--- src/rtl/vc_multi_drop_unit_pkg.sv ---
// Shared definitions for vc_multi_drop_unit: counter width helper, stats width, mode encodings.
package vc_multi_drop_unit_pkg;

    localparam int unsigned c_stats_nbits = 32;

    typedef enum logic {
        ModePass  = 1'b0,
        ModeDrain = 1'b1
    } mode_e;

    function automatic int unsigned cnt_nbits(input int unsigned max_drops);
        return $clog2(max_drops + 1);
    endfunction

endpackage

--- src/rtl/vc_multi_drop_unit_updown.sv ---
// Up/down counter with synchronous active-high reset; simultaneous inc and dec cancel.
module vc_multi_drop_unit_updown #(
    parameter int unsigned p_nbits = 3,
    parameter int unsigned p_max   = 4
) (
    input  logic               clk,
    input  logic               reset,
    input  logic               inc,
    input  logic               dec,
    output logic [p_nbits-1:0] count
);

    logic [p_nbits-1:0] cnt_q, cnt_d;

    // Callers never over/underflow; the bounds checks just keep the counter in range regardless.
    always_comb begin
        cnt_d = cnt_q;
        if (inc && !dec && (cnt_q != p_nbits'(p_max))) begin
            cnt_d = cnt_q + p_nbits'(1);
        end else if (dec && !inc && (cnt_q != '0)) begin
            cnt_d = cnt_q - p_nbits'(1);
        end
    end

    always_ff @(posedge clk) begin
        if (reset) begin
            cnt_q <= '0;
        end else begin
            cnt_q <= cnt_d;
        end
    end

    assign count = cnt_q;

endmodule

--- src/rtl/vc_multi_drop_unit.sv ---
// Multi-drop unit: discards up to p_max_drops future packets on a val/rdy channel.
// Optional VC_DROPUNIT_STATS_EN adds the 32-bit num_dropped counter.
module vc_multi_drop_unit
    import vc_multi_drop_unit_pkg::*;
#(
    parameter int unsigned p_msg_nbits = 1,
    parameter int unsigned p_max_drops = 4,
    localparam int unsigned c_cnt_nbits = cnt_nbits(p_max_drops)
) (
    input  logic                   clk,
    input  logic                   reset,
    input  logic                   drop,
    output logic                   drop_rdy,
    input  logic [p_msg_nbits-1:0] in_msg,
    input  logic                   in_val,
    output logic                   in_rdy,
    output logic [p_msg_nbits-1:0] out_msg,
    output logic                   out_val,
    input  logic                   out_rdy,
    input  logic                   sd,
    output logic [c_cnt_nbits-1:0] drop_pend
`ifdef VC_DROPUNIT_STATS_EN
    ,
    output logic [c_stats_nbits-1:0] num_dropped
`endif
);

    logic [c_cnt_nbits-1:0] cnt;
    logic                   cnt_inc;
    logic                   cnt_dec;
    logic                   discard;
    mode_e                  mode;

    // sd only labels the domain of the other signals; no logic depends on it.
    logic unused_sd;
    assign unused_sd = sd;

    assign mode      = (cnt == '0) ? ModePass : ModeDrain;
    assign out_msg   = in_msg;
    assign drop_pend = cnt;

    always_comb begin
        out_val  = 1'b0;
        in_rdy   = 1'b0;
        drop_rdy = 1'b0;
        cnt_inc  = 1'b0;
        cnt_dec  = 1'b0;
        discard  = 1'b0;
        if (!reset) begin
            drop_rdy = (cnt != c_cnt_nbits'(p_max_drops));
            unique case (mode)
                ModePass: begin
                    in_rdy  = out_rdy;
                    out_val = in_val && !drop;
                    // A drop coinciding with a handshake kills that packet instead of queueing.
                    discard = drop && in_val && out_rdy;
                    cnt_inc = drop && drop_rdy && !(in_val && out_rdy);
                end
                ModeDrain: begin
                    in_rdy  = 1'b1;
                    discard = in_val;
                    cnt_dec = in_val;
                    cnt_inc = drop && drop_rdy;
                end
                default: ;
            endcase
        end
    end

    vc_multi_drop_unit_updown #(
        .p_nbits (c_cnt_nbits),
        .p_max   (p_max_drops)
    ) u_cnt (
        .clk   (clk),
        .reset (reset),
        .inc   (cnt_inc),
        .dec   (cnt_dec),
        .count (cnt)
    );

`ifdef VC_DROPUNIT_STATS_EN
    logic [c_stats_nbits-1:0] num_dropped_q, num_dropped_d;

    always_comb begin
        num_dropped_d = num_dropped_q + c_stats_nbits'(discard);
    end

    always_ff @(posedge clk) begin
        if (reset) begin
            num_dropped_q <= '0;
        end else begin
            num_dropped_q <= num_dropped_d;
        end
    end

    assign num_dropped = num_dropped_q;
`else
    logic unused_discard;
    assign unused_discard = discard;
`endif

endmodule
--- config.mk ---
export PLATFORM = sky130hd
export DESIGN_NAME = vc_multi_drop_unit
export DESIGN_NICKNAME = d
export VERILOG_FILES = /design/src/rtl/vc_multi_drop_unit_pkg.sv /design/src/rtl/vc_multi_drop_unit_updown.sv /design/src/rtl/vc_multi_drop_unit.sv
export SDC_FILE = /design/constraint.sdc
export NUM_CORES = 1
export LEC_CHECK = 0
export ABC_AREA = 1
export BUFFER_PORTS_ARGS = -buffer_cell sky130_fd_sc_hd__clkbuf_2
export CORE_AREA = 5 5 42 44
export DETAILED_ROUTE_END_ITERATION = 6
export DIE_AREA = 0 0 47 49
export SETUP_SLACK_MARGIN = 0.02
export SKIP_LAST_GASP = 1
export SYNTH_ARGS = -nofsm -noshare
export SYNTH_HDL_FRONTEND = slang
export SYNTH_SLANG_ARGS = --single-unit
--- constraint.sdc ---
create_clock -name clk -period 2.34 [get_ports clk]
set_clock_uncertainty 0.2 [all_clocks]
set_input_delay 0 -clock clk [delete_from_list [all_inputs] [get_ports clk]]
set_output_delay 0 -clock clk [all_outputs]
set_load 0.01 [all_outputs]
==> out/metrics.yaml <==
global_route:
  grt_max_degree: 7
  grt_overflow_total: 0
  grt_use_total: 0.06549
  first_global_vias: 281
  grt_antenna_before_repair: 0
  grt_first_pass_wirelength_um: 1090
hold_path:
  min-delay-start: "drop"
  min_path_cells: 5
  min_to: "u_cnt.count[1]"
  hold_class: "input port to flop"
synthesis:
  ys.flop_type: "dfxtp_1"
  synthTopCellsByArea: "dfxtp_1 21%, nand2_2 11%, nand2_1 7.7%"
  synth_fp_nets: 46
  synth-edff-count: 0
  postSynthCellCount: 38
  ys_seq_area_frac: 0.2060
  yosysMostFrequentCell: "nand2_1"
  async_reset_ff_frac: 0
  synth_area_um2: 291.5
  synth.distinct_cells: 16
  synth.top_cell.area_share: 0.2060
  ys_ff_latch: 3
  syn_area_per_cell_um2: 7.672
  synth_common_cells: "6 x nand2_1, 5 x nand2_2, 4 x a21oi_1, 4 x nand3_1"
  synth_warnings: 0
  yosys.area.top_type: "dfxtp_1"
worst_setup_path:
  r2r-start: "u_cnt.count[1]"
  crit_type: "flop to flop"
  max_stage_delay_ps: 400
  r2r_end: "u_cnt.count[2]"
  ff2ff_path_depth: 9
  cp.required_ps: 2260
  r2r_setup_slack_ps: 490
  crit_buf_inv: 0
  end_kind: "flop"
  critPathLaunchType: "flop"
  path_cells: "nor2_4, nand2_2, nand2_4, nand4_4, fa_1, nand3_1, nand2_2, a21oi_1, nor2_1"
  critPathLaunch: "u_cnt.count[1]"
  worst_path_max_delay_cell: "fa_1"
  cp_common_cell: "nand2_2"
  cp.arrival_ps: 1780
  crit_family: "simple AND/OR/NAND/NOR gates"
  critPathMaxFanout: 4
die:
  fp.dieW_um: 47
  fp.dieH_um: 49
  core_um2: 1401
  rows: 14
  die-area_um2: 2303
  initial_utilization: 0.2080
  num_io_pins: 14
cts:
  cts_tree: "yes"
  clock-sinks: 3
  cts-resized-gates: 0
  root_buffer: "clkbuf_4"
  clk_pin_slew_ps: 40
  ctsHtreeMaxLevel: 1
  clk_path_buf_depth: 2
  numCtsBuffers: 3
  clk_latency_ps: 230
placement:
  placed_cell_area_um2: 354.1
  post-place-ws_ps: 484.7
  port_buffers: 10
  dp_hpwl_um: 512.7
  gp_congestion: 0.6526
timing:
  finalHoldViolCount: 0
  setup_viol: 0
  tns_ps: 0
  rsz0062_at_grt: "false"
  tightest_slew_ps: 261.3
  fin_crit_sh: 0.7923
  fin_ws_ps: 486.0
  timing.fmax_ghz: 0.5394
  relSlewSlack: 0.8255
  fin_crit_ps: 1854
  drv_slew: 0
cells_and_area:
  largest_register_ffs: 3
  design_area_um2: 400.4
  fill_cells: 161
  area_growth_pct: 37.34
  layout-drive-gt1-share: 0.4717
  num_antenna_cells: 0
  regArea_um2: 60.06
  multi_input_area_um2: 187.7
  layout.nets: 62
routing:
  num_vias: 277
  highest_layer: "met3"
  wl_met3_um: 17
  drtAntennaViolNets: 0
  vias_per_cell: 4.014
  route.detailed.drc: 0
  dr.first_iter.drc_count: 1
  wl_um: 628
  wl_met1_um: 243
  first_pass_iters: 2
  wl_met2_um: 367
  routedWlPerCell_um: 9.101
status:
  status: "complete, no violations"
power:
  ir_drop_mv: 0.2505
  leakage_nw: 0.2112
  powerDensity_nw_per_um2: 749.3
flow_run:
  drv_cap: 0
[report_power, final]
group,total (mW),switching (mW),internal [mW]
Clock,0.0894,0.0256,0.0638
Combinational,0.133,0.0775,0.0550
Sequential,0.0781,0.0167,0.0614
[layout by cell type (no fill, tap or decap), drive strengths merged]
| master | count |
|---|---|
| nand3 | 4 |
| dfxtp | 3 |
| clkbuf | 14 |
| o21ai | 1 |
| nand4 | 1 |
| nor4 | 1 |
| bufinv | 1 |
| nor2 | 3 |
| nand2 | 13 |
| inv | 5 |
| a21oi | 4 |
| dlygate4sd3 | 2 |
| fa | 1 |
[area by class of cell]
cell class,count,share of cell area
clock buffer,4,0.06563
inverter,6,0.09062
multi-input combinational,28,0.4688
timing repair buffer,12,0.1750
sequential,3,0.1500
tap,16,0.05000
[through the flow]
step / std cells / utilization / hold slack, ps / total power [mW]
3_3_place_gp: 63 / 0.2527 / -199.9 / 0.2068
5_1_grt: 69 / 0.2857 / 67.84 / 0.3293
3_5_place_dp: 63 / 0.2527 / -199.9 / 0.2099
6_report: 69 / 0.2857 / 34.21 / 0.3000
4_1_cts: 69 / 0.2857 / 25.57 / 0.3082
2_1_floorplan: 38 / - / -149.6 / 0.1749
[per-layer routing]
metal  global-route usage  vias up
met2               0.1063        3
met1              0.06813      123
li1                     -      151
met5                    0        -
met4              0.05530        0
met3              0.01107        0
[how the worst max path moves through the flow]
| stage | endpoint | slack (ps) | cells after the start |
|---|---|---|---|
| 2_1_floorplan | u_cnt.count[2] | 550 | 9 |
| 3_3_place_gp | u_cnt.count[2] | 490 | 9 |
| 3_5_place_dp | u_cnt.count[2] | 480 | 9 |
| 4_1_cts | u_cnt.count[2] | 480 | 9 |
| 5_1_grt | u_cnt.count[2] | 320 | 9 |
| 6_report | u_cnt.count[2] | 490 | 9 |
[what timing repair did]
item	in CTS	in global routing
hold buffers	2	0
setup buffers	0	0
endpoints found under the hold margin	3	0
[kinds of logic (layout without fill, tap and decap cells)]
| group | after synthesis | in the layout | synth area share |
|---|---|---|---|
| AND/OR/NAND/NOR | 22 | 22 | 0.4893 |
| buffers and inverters | 7 | 22 | 0.1502 |
| adder cells (fa/ha/maj) | 1 | 1 | 0.06867 |
| flip-flops | 3 | 3 | 0.2060 |
| AO/OA/AOI/OAI | 5 | 5 | 0.08582 |
[worst min-delay path: cells and delay by family]
kind | cells | cell delay, ps
simple gates | 3 | 240
buf+inv | 1 | 120
compound gates | 1 | 50
Power figures use the tool's default switching activity.
